`src/rtl/inv_cipher_core.sv`:
```
// inv_cipher_core: iterative AES-128 decryption, one inverse round per clock.
// Optional INV_CIPHER_ROUND_TAP_EN exposes the state register and round counter.
// Purpose: ciphertext + expanded key schedule in, plaintext + out_valid out.
// Latency: out_valid rises 10 clocks after the edge that accepts start.
// Backpressure: none; start is only honoured in IDLE/DONE and dropped while busy.

module inv_shift_rows (
    input  logic [0:127] data_i,
    output logic [0:127] data_o
);
    // Row r is rotated right by r bytes; byte index is 4*column + row.
    for (genvar c = 0; c < 4; c++) begin : g_col
        for (genvar r = 0; r < 4; r++) begin : g_row
            assign data_o[8*(4*c+r) +: 8] = data_i[8*(4*((c+4-r)%4)+r) +: 8];
        end
    end
endmodule

module inv_sub_bytes (
    input  logic [0:127] data_i,
    output logic [0:127] data_o
);
    localparam logic [0:2047] INV_SBOX = {
        128'h52096ad53036a538bf40a39e81f3d7fb, 128'h7ce339829b2fff87348e4344c4dee9cb,
        128'h547b9432a6c2233dee4c950b42fac34e, 128'h082ea16628d924b2765ba2496d8bd125,
        128'h72f8f66486689816d4a45ccc5d65b692, 128'h6c704850fdedb9da5e154657a78d9d84,
        128'h90d8ab008cbcd30af7e45805b8b34506, 128'hd02c1e8fca3f0f02c1afbd0301138a6b,
        128'h3a9111414f67dcea97f2cfcef0b4e673, 128'h96ac7422e7ad3585e2f937e81c75df6e,
        128'h47f11a711d29c5896fb7620eaa18be1b, 128'hfc563e4bc6d279209adbc0fe78cd5af4,
        128'h1fdda8338807c731b11210592780ec5f, 128'h60517fa919b54a0d2de57a9f93c99cef,
        128'ha0e03b4dae2af5b0c8ebbb3c83539961, 128'h172b047eba77d626e169146355210c7d
    };

    for (genvar i = 0; i < 16; i++) begin : g_byte
        assign data_o[8*i +: 8] = INV_SBOX[{data_i[8*i +: 8], 3'b000} +: 8];
    end
endmodule

module inv_mix_columns (
    input  logic [0:127] data_i,
    output logic [0:127] data_o
);
    function automatic logic [7:0] xt(input logic [7:0] a);
        return {a[6:0], 1'b0} ^ (a[7] ? 8'h1b : 8'h00);
    endfunction

    // Multiply by one of {09,0b,0d,0e} built from repeated doubling.
    function automatic logic [7:0] gm(input logic [7:0] a, input logic [3:0] k);
        logic [7:0] a2, a4, a8;
        a2 = xt(a);
        a4 = xt(a2);
        a8 = xt(a4);
        return (k[3] ? a8 : 8'h00) ^ (k[2] ? a4 : 8'h00) ^
               (k[1] ? a2 : 8'h00) ^ (k[0] ? a  : 8'h00);
    endfunction

    for (genvar c = 0; c < 4; c++) begin : g_col
        logic [7:0] a0, a1, a2, a3;
        assign a0 = data_i[32*c      +: 8];
        assign a1 = data_i[32*c + 8  +: 8];
        assign a2 = data_i[32*c + 16 +: 8];
        assign a3 = data_i[32*c + 24 +: 8];
        assign data_o[32*c      +: 8] = gm(a0, 4'he) ^ gm(a1, 4'hb) ^ gm(a2, 4'hd) ^ gm(a3, 4'h9);
        assign data_o[32*c + 8  +: 8] = gm(a0, 4'h9) ^ gm(a1, 4'he) ^ gm(a2, 4'hb) ^ gm(a3, 4'hd);
        assign data_o[32*c + 16 +: 8] = gm(a0, 4'hd) ^ gm(a1, 4'h9) ^ gm(a2, 4'he) ^ gm(a3, 4'hb);
        assign data_o[32*c + 24 +: 8] = gm(a0, 4'hb) ^ gm(a1, 4'hd) ^ gm(a2, 4'h9) ^ gm(a3, 4'he);
    end
endmodule

module add_round_key (
    input  logic [0:127] data_i,
    input  logic [0:127] key_i,
    output logic [0:127] data_o
);
    assign data_o = data_i ^ key_i;
endmodule

module inv_cipher_core (
    input  logic           clk,
    input  logic           rst_n,
    input  logic           start,
    input  logic [0:127]   in,
    input  logic [0:1407]  words,
    output logic [0:127]   out,
    output logic           out_valid,
    output logic           busy
`ifdef INV_CIPHER_ROUND_TAP_EN
    ,
    output logic [0:127]   round_state,
    output logic [3:0]     round_idx
`endif
);
    typedef enum logic [1:0] {IDLE, ROUND, DONE} fsm_t;

    fsm_t         fsm_q;
    logic [0:127] state_q;
    logic [3:0]   rnd_q;
    logic [0:127] out_q;
    logic         out_valid_q;
    logic         busy_q;

    logic [0:127] rk;
    logic [0:127] isr_dat, isb_dat, ark_dat, imc_dat, init_dat;

    // Round key for the current counter value; rnd_q only spans 0..9 in ROUND.
    always_comb begin
        rk = words[0 +: 128];
        for (int k = 1; k <= 9; k++) begin
            if (rnd_q == 4'(k)) rk = words[128*k +: 128];
        end
    end

    add_round_key   u_ark_init (.data_i(in),      .key_i(words[1280 +: 128]), .data_o(init_dat));
    inv_shift_rows  u_isr      (.data_i(state_q), .data_o(isr_dat));
    inv_sub_bytes   u_isb      (.data_i(isr_dat), .data_o(isb_dat));
    add_round_key   u_ark      (.data_i(isb_dat), .key_i(rk),                 .data_o(ark_dat));
    inv_mix_columns u_imc      (.data_i(ark_dat), .data_o(imc_dat));

    always_ff @(posedge clk or negedge rst_n) begin
        if (!rst_n) begin
            fsm_q       <= IDLE;
            state_q     <= '0;
            rnd_q       <= '0;
            out_q       <= '0;
            out_valid_q <= 1'b0;
            busy_q      <= 1'b0;
        end else begin
            case (fsm_q)
                IDLE, DONE: begin
                    if (start) begin
                        state_q     <= init_dat;
                        rnd_q       <= 4'd9;
                        fsm_q       <= ROUND;
                        out_valid_q <= 1'b0;
                        busy_q      <= 1'b1;
                    end
                end
                ROUND: begin
                    if (rnd_q == 4'd0) begin
                        out_q       <= ark_dat;
                        out_valid_q <= 1'b1;
                        busy_q      <= 1'b0;
                        fsm_q       <= DONE;
                    end else begin
                        state_q <= imc_dat;
                        rnd_q   <= rnd_q - 4'd1;
                    end
                end
                default: begin
                    fsm_q  <= IDLE;
                    busy_q <= 1'b0;
                end
            endcase
        end
    end

    assign out       = out_q;
    assign out_valid = out_valid_q;
    assign busy      = busy_q;

`ifdef INV_CIPHER_ROUND_TAP_EN
    assign round_state = state_q;
    assign round_idx   = rnd_q;
`endif

endmodule

```
`config.mk`:
```
export PLATFORM = sky130hd
export DESIGN_NAME = inv_cipher_core
export DESIGN_NICKNAME = d
export VERILOG_FILES = /design/src/rtl/inv_cipher_core.sv
export SDC_FILE = /design/constraint.sdc
export NUM_CORES = 2
export LEC_CHECK = 0
export CORE_AREA = 2 2 642 644
export CTS_BUF_LIST = sky130_fd_sc_hd__clkbuf_4 sky130_fd_sc_hd__clkbuf_8 sky130_fd_sc_hd__clkbuf_16
export DETAILED_ROUTE_END_ITERATION = 12
export DIE_AREA = 0 0 644 646
export GPL_ROUTABILITY_DRIVEN = 1
export GPL_TIMING_DRIVEN = 0
export SKIP_LAST_GASP = 1
export SLEW_MARGIN = 20
export SYNTH_ARGS = -nofsm -noshare
export SYNTH_HDL_FRONTEND = slang
export SYNTH_HIERARCHICAL = 1
export SYNTH_SLANG_ARGS = --single-unit
```
`constraint.sdc`:
```
create_clock -name clk -period 6.64 [get_ports clk]
set_clock_uncertainty 0.15 [all_clocks]
set_input_delay 0.664 -clock clk [delete_from_list [all_inputs] [get_ports clk]]
set_output_delay 0.664 -clock clk [all_outputs]
set_load 0.005 [all_outputs]
```
Yosys cells after proc, flatten, opt, wreduce, memory -nomap -nowiden --
Index checks and enable logic that the tools add are counted.
Word-level totals: register bits 264, output and inout port bits 130, word-level logic and storage cells 327
Operators by class: shift operators 16, mux-type cells 72, bitwise gates (word level) 210, equal/unequal tests 14, add/sub/neg operators 1, reduce and logical (&&, ||, !) cells 8
Operators by type and width (number):
- indexed part select 2048 x 12 -> 2049 bit, first input constant | 16
- bitwise XOR 8 bit | 181
- two-way mux 128 bit | 11
- one-hot mux 128 bit (2 select lines) | 1
- bitwise XOR 128 bit | 2
- two-way mux 5 bit | 48
- NOT 11 -> 12 bit | 16
- bitwise XOR 8 x 5 -> 8 bit | 11
- equality test 4 x 3 -> 1 bit, second input constant | 4
- equality test 4 x 2 -> 1 bit, second input constant | 2
- equality test 4 bit, second input constant | 2
- two-way mux 4 bit | 2
- one-hot mux 4 bit (2 select lines) | 1
- inequality test 2 bit, second input constant | 3
- AND reduction 3 bit | 2
- equality test 4 x 1 -> 1 bit, second input constant | 1
- zero test 4 bit | 1
- two-way mux 1 bit | 4
- two-way mux 2 bit | 2
- one-hot mux 1 bit (2 select lines) | 2
- one-hot mux 2 bit (2 select lines) | 1
- AND reduction 2 bit | 2
- subtractor 4 x 1 -> 4 bit, second input constant | 1
- equality test 2 x 1 -> 1 bit, second input constant | 1
- 4 further kinds | 4

Depth between registers and ports, before layout --
word-level depth 24, mapped depth 21, gate-level depth less buffers 15

Hierarchy --
Netlist, hierarchy kept.
Modules (own cells, without submodules):
- inv_sub_bytes | times used 1, area an instance 52130.0 um2, seq. area each 0.0 um2, cells an instance 8335
- inv_cipher_core | times used 1, area an instance 21623.2 um2, seq. area each 6606.3 um2, cells an instance 2921
- inv_mix_columns | times used 1, area an instance 8939.8 um2, seq. area each 0.0 um2, cells an instance 842
- add_round_key | times used 2, area an instance 1121.1 um2, seq. area each 0.0 um2, cells an instance 128
- inv_shift_rows | times used 1, area an instance 960.9 um2, seq. area each 0.0 um2, cells an instance 128

Worst setup path before layout --
Ideal clock, no wire load.
path kind register to register, start point reg state_q[14] (netlist name), end point reg state_q[35] (netlist name), data required time 6408 ps, arrival 4931 ps, period minus slack after synthesis 5163 ps, cell stages (with the launch flop) 20, library setup time 82 ps, path slack 1477 ps, cell sequence dfrtp_1 -> buf_4 -> clkbuf_1 -> clkbuf_1 -> inv_1 -> ha_1 -> clkbuf_1 -> nor2_1 -> or3_1 -> o311ai_0 -> o21ai_0 -> mux2_2 -> mux4_2 -> xor2_1 -> xor2_1 -> xor3_1 -> xnor3_1 -> xnor2_1 -> nand2_1 -> a31oi_1
On the way: elaborated cells between the ends (all ways) 16, classes of those cells 1 x shift; 5 x mux; 10 x bitwise
RTL lines:
- start: declaration | RTL line 96 | logic [0:127] state_q;
- start signal: assignment | RTL line 131 | state_q <= init_dat;
- start signal: assignment | RTL line 145 | state_q <= imc_dat;
- NOT 11 -> 12 bit (not written as such) | RTL line 35 | assign data_o[8*i +: 8] = INV_SBOX[{data_i[8*i +: 8], 3'b000} +: 8];
- indexed part select 2048 x 12 -> 2049 bit | RTL line 35
- net isb_dat (one bit) | RTL line 103 | logic [0:127] isr_dat, isb_dat, ark_dat, imc_dat, init_dat;
- bitwise XOR 128 bit | RTL line 75 | assign data_o = data_i ^ key_i;
- net ark_dat (one bit) | RTL line 103
- bitwise XOR 8 bit (3 in series) | RTL line 44 | return {a[6:0], 1'b0} ^ (a[7] ? 8'h1b : 8'h00);
- bitwise XOR 8 bit | RTL line 53 | return (k[3] ? a8 : 8'h00) ^ (k[2] ? a4 : 8'h00) ^
- bitwise XOR 8 bit | RTL line 54 | (k[1] ? a2 : 8'h00) ^ (k[0] ? a : 8'h00);
- bitwise XOR 8 bit (3 in series) | RTL line 63 | assign data_o[32*c +: 8] = gm(a0, 4'he) ^ gm(a1, 4'hb) ^ gm(a2, 4'hd) ^ gm(a3, 4'h9);
- net imc_dat (one bit) | RTL line 103
- two-way mux 128 bit | RTL line 139 | if (rnd_q == 4'd0) begin
- one-hot mux 128 bit (2 select lines) | RTL line 128 | case (fsm_q)
The timed path passes the listed nets, and every way through them passes these cells. The select of a mux whose other input is x is not followed. A chain may end at the register's enable or synchronous reset.

Final worst setup path --
start point reg state_q[54] (netlist name), end point reg state_q[99] (netlist name)
On the way: elaborated cells between the ends (all ways) 15, classes of those cells 1 x shift; 5 x mux; 9 x bitwise
RTL lines (RTL line):
- NOT 11 -> 12 bit (not written as such) | 35
- indexed part select 2048 x 12 -> 2049 bit | 35
- net isb_dat (one bit) | 103
- bitwise XOR 128 bit | 75
- net ark_dat (one bit) | 103
- two-way mux 5 bit | 44
- bitwise XOR 8 x 5 -> 8 bit (2 in series)
- bitwise XOR 8 bit
- bitwise XOR 8 bit | 54
- bitwise XOR 8 bit (2 in series) | 63
- net imc_dat (one bit) | 103
- two-way mux 128 bit | 139
- one-hot mux 128 bit (2 select lines) | 128
The timed path passes the listed nets, and every way through them passes these cells. The select of a mux whose other input is x is not followed.

==> results.txt <==
The nature of the critical path endpoint is a register. After Yosys synthesis, and, or, nand and nor cells account for 19.8% of the synthesized area. For this run, the leading register cell type out of synthesis is dfrtp_1. The clock sink count is 264. The total die area was 0.416 sq mm.

The root buffer cell chosen for the clock tree is clkbuf_16. The count of flip-flops with a built-in enable after synthesis is 0, and the number of routed nets with antenna violations is 0. Core box area: 0.409 sq mm. Timing would allow up to 146 MHz. The routed length per instance is 50.0 microns.

In this run the tightest slew margin relative to its limit is 10.7%. The via count is 130000. The number of hold violations in the final report came out at 0.

The total of warnings raised by yosys was 6; the complex-gate fraction of the synthesized area was 38.6%. The count of buffers from port buffering was 1668. Setup repair after global routing could not meet its margin everywhere. The wire length of the first global-routing pass was 1270000 microns; the top-level I/O count was 1669. The worst setup slack after layout is -0.224 ns, and the row count is 235. The portion of synthesized area spent on multiplexers is 7.45%. For this configuration, the core starts out at a cell density of 21.0%.

The tools report the all-layer global routing usage as 45.7%. The number of design rule violations left after detail routing was 0; the largest fanout on the critical path was 14. The minimum period implied by the final worst setup slack is 6.86 ns. TritonCTS built the clock tree. Summing the areas of all xor and xnor instances in the mapped netlist gives 12.9% of the synthesized area. The synthesis-stage register bit count came out at 264. The critical path class was reg -> reg. The worst setup path is launched from a register. The path class of the tightest hold or removal check is in -> async. Global routing finished with a remaining overflow of 0. At the later pin of the worst-skew pair, clock insertion delay measures 0.82 ns. Across the run, the number of max-cap violations was 0. Data on the critical path is required at its endpoint by 7.20 ns. The number of H-tree levels is 2. For the final setup violation count, the log shows 36. The number of different library cells used by synthesis comes to 96. The logs give 7.69% for the share of synthesized area occupied by flip-flops and latches and 0 for the number of slew-limit violations in the final report. Measured along the y axis, the die boundary spans 646 microns. The number of iterations in the first detailed-routing pass is 10.

The signed area change from the synthesized netlist to the final layout works out to 36.0%. The final critical path takes up 103% of the cycle. Wires add up to 1000000 microns.

The run gives 121000 as the via count of the first global-routing pass. The clock passes through at most 3 buffers. By area, the combinational part of the netlist is dominated by compound AO/OA/AOI/OAI gates. The run gives 293 as the number of antenna violations at the first check in global routing.

The checks that failed: negative setup slack. The last weighted congestion value of the routability-driven placer came out at 1.15. The slew at the pin with the worst max-slew slack was 1.34 ns. The share of post-route cells with drive strength above 1 came out at 12.6%.

Counting tap cells, the placed design contains a total of 19700 instances. At the worst endpoint, the arrival time is 7.42 ns. The flow ran to the end, but the final reports show violations.

The via-per-instance ratio works out to 6.49. Mean cell area of the mapped netlist: 6.88 sq um. The logs give 21300 for the number of DRC markers in iteration 0 and 20100 for the number of standard cells in the final layout excluding fillers. Summing the areas of all fa, ha and maj instances in the mapped netlist gives 4.01% of the synthesized area. The clock transition at the registers of the reported paths is 0.08 ns. Area of the mapped netlist: 0.0859 sq mm. The tools report the final layout net count as 16100.

For this run, asynchronously set or reset flops after synthesis account for 100%. Detailed placement ended at an HPWL of 821000 microns. The number of nets in the synthesized netlist is 14300.

Entering global routing, the biggest net connects 81 pins. The tools report the instance count of the mapped netlist as 12500. The number of buffers added by the clock tree synthesis step was 46; the die outline width was 644 microns.
==> critical path, stage by stage, from the launching register on <==
cell	delay, ns
dfrtp_1	0.49
buf_4	0.32
clkbuf_2	0.36
inv_1	0.29
ha_1	0.41
clkbuf_1	0.30
or2_2	0.47
a21oi_1	0.38
nand3b_1	0.17
o211ai_1	0.10
a311oi_1	0.57
a31o_2	0.23
xor2_1	0.28
buf_2	0.33
xnor2_4	0.23
xnor3_1	0.44
xnor3_1	0.49
xnor2_2	0.44
nand2_1	0.13
a31oi_1	0.20
==> timing repair <==
item | in CTS | in global routing
setup buffers | 31 | 22
gates resized for setup | 378 | 204
endpoints found under the setup margin | 128 | 92
gates cloned | 0 | 0
hold buffers | 1 | 0
pin swaps | 8 | 14
endpoints found under the hold margin | 35 | 0
==> flip-flops by register name (all words and copies together) (netlist names) <==
signal     flops
fsm_q          2
state_q      128
out          128
rnd_q          4
out_valid      1
busy           1
==> cells in the final DEF (no fill, tap or decap), types with 156 or more instances in the layout <==
| cell type | count |
|---|---|
| nand2b_1 | 287 |
| nand3_1 | 298 |
| diode_2 | 271 |
| buf_2 | 331 |
| inv_1 | 234 |
| nand2_1 | 1031 |
| mux2_2 | 161 |
| a31oi_1 | 360 |
| clkbuf_1 | 805 |
| buf_4 | 223 |
| o211ai_1 | 207 |
| ha_1 | 272 |
| mux4_2 | 156 |
| o21ai_0 | 911 |
| clkdlybuf4s50_1 | 1667 |
| a22oi_1 | 166 |
| a211oi_1 | 333 |
| xnor2_1 | 487 |
| xor2_1 | 307 |
| nor2_1 | 872 |
| o22ai_1 | 265 |
| nor3_1 | 314 |
| dfrtp_1 | 263 |
| a21oi_1 | 1090 |
| nor2b_1 | 270 |
==> cells in the mapped netlist (all sizes together), types with 275 or more instances <==
cell type  instances  area share [%]
nor3             323             1.9
nor2b            280             2.0
nand3            300             1.7
nand2b           292             2.1
clkbuf           991             4.3
ha               275             4.0
o21ai            957             5.6
a31oi            362             2.6
nor2             907             4.0
o22ai            297             2.2
xnor2            523             5.5
a211oi           365             3.2
a21oi           1107             6.5
nand2           1036             4.5
xor2             407             4.2
buf              642             4.0
==> through the flow <==
stage	instance area, sq um	setup slack, ns	utilization [%]	TNS, ns	hold slack (ns)
global route	116000	-0.112	28.5	-0.276	0.287
CTS	115000	-0.208	28.2	-0.381	0.241
finish	117000	-0.224	28.6	-3.09	0.266
detailed placement	112000	-1.68	27.3	-137.50	0.341
global placement	109000	-10.52	26.8	-3198.05	0.321
floorplan	85900	1.48	-	0	0.218
==> per-layer routing <==
metal	up-vias	GRT usage [%]	part of all wire, %
met1	64900	51.4	36
met4	162	37.5	10
met3	3091	23.2	15
li1	50500	-	-
met2	11800	64.1	39
met5	-	0.740	0.11
==> kinds of logic (layout without fill, tap and decap cells) <==
family | count (synthesis) | count (layout)
compound gates | 4966 | 4966
xor+xnor | 1048 | 1048
fa+ha+maj | 275 | 275
buf+inv | 1911 | 3794
flops | 264 | 264
mux | 424 | 424
other cells | 0 | 271
simple gates | 3594 | 3594
==> layout make-up <==
class	instances	area [sq um]
antenna	271	678
fill	45700	292000
timing repair buffer	1825	18700
multi-input combinational	10300	73800
sequential	264	6610
clock inverter	26	408
inverter	278	1090
tap	5451	6820
clock buffer	58	1280
buffer	1607	7450
==> worst paths after layout <==
kind / startpoint / endpoint / slack, ns / depth (start not counted)
worst max register to register: state_q[54] / state_q[99] / -0.22 / 19
max in group asynchronous: rst_n / out[29] / 4.93 / 4
min in group clk: out[37] / out[37] / 0.36 / 1
worst max-delay path: state_q[54] / state_q[99] / -0.22 / 19
worst min-delay path: rst_n / rnd_q[0] / 0.27 / 2
worst min register to register: out[37] / out[37] / 0.36 / 1
Power is left out: the tool's default activity adds up to more than one toggle a clock period on the data nets, which glitch-free logic cannot reach.
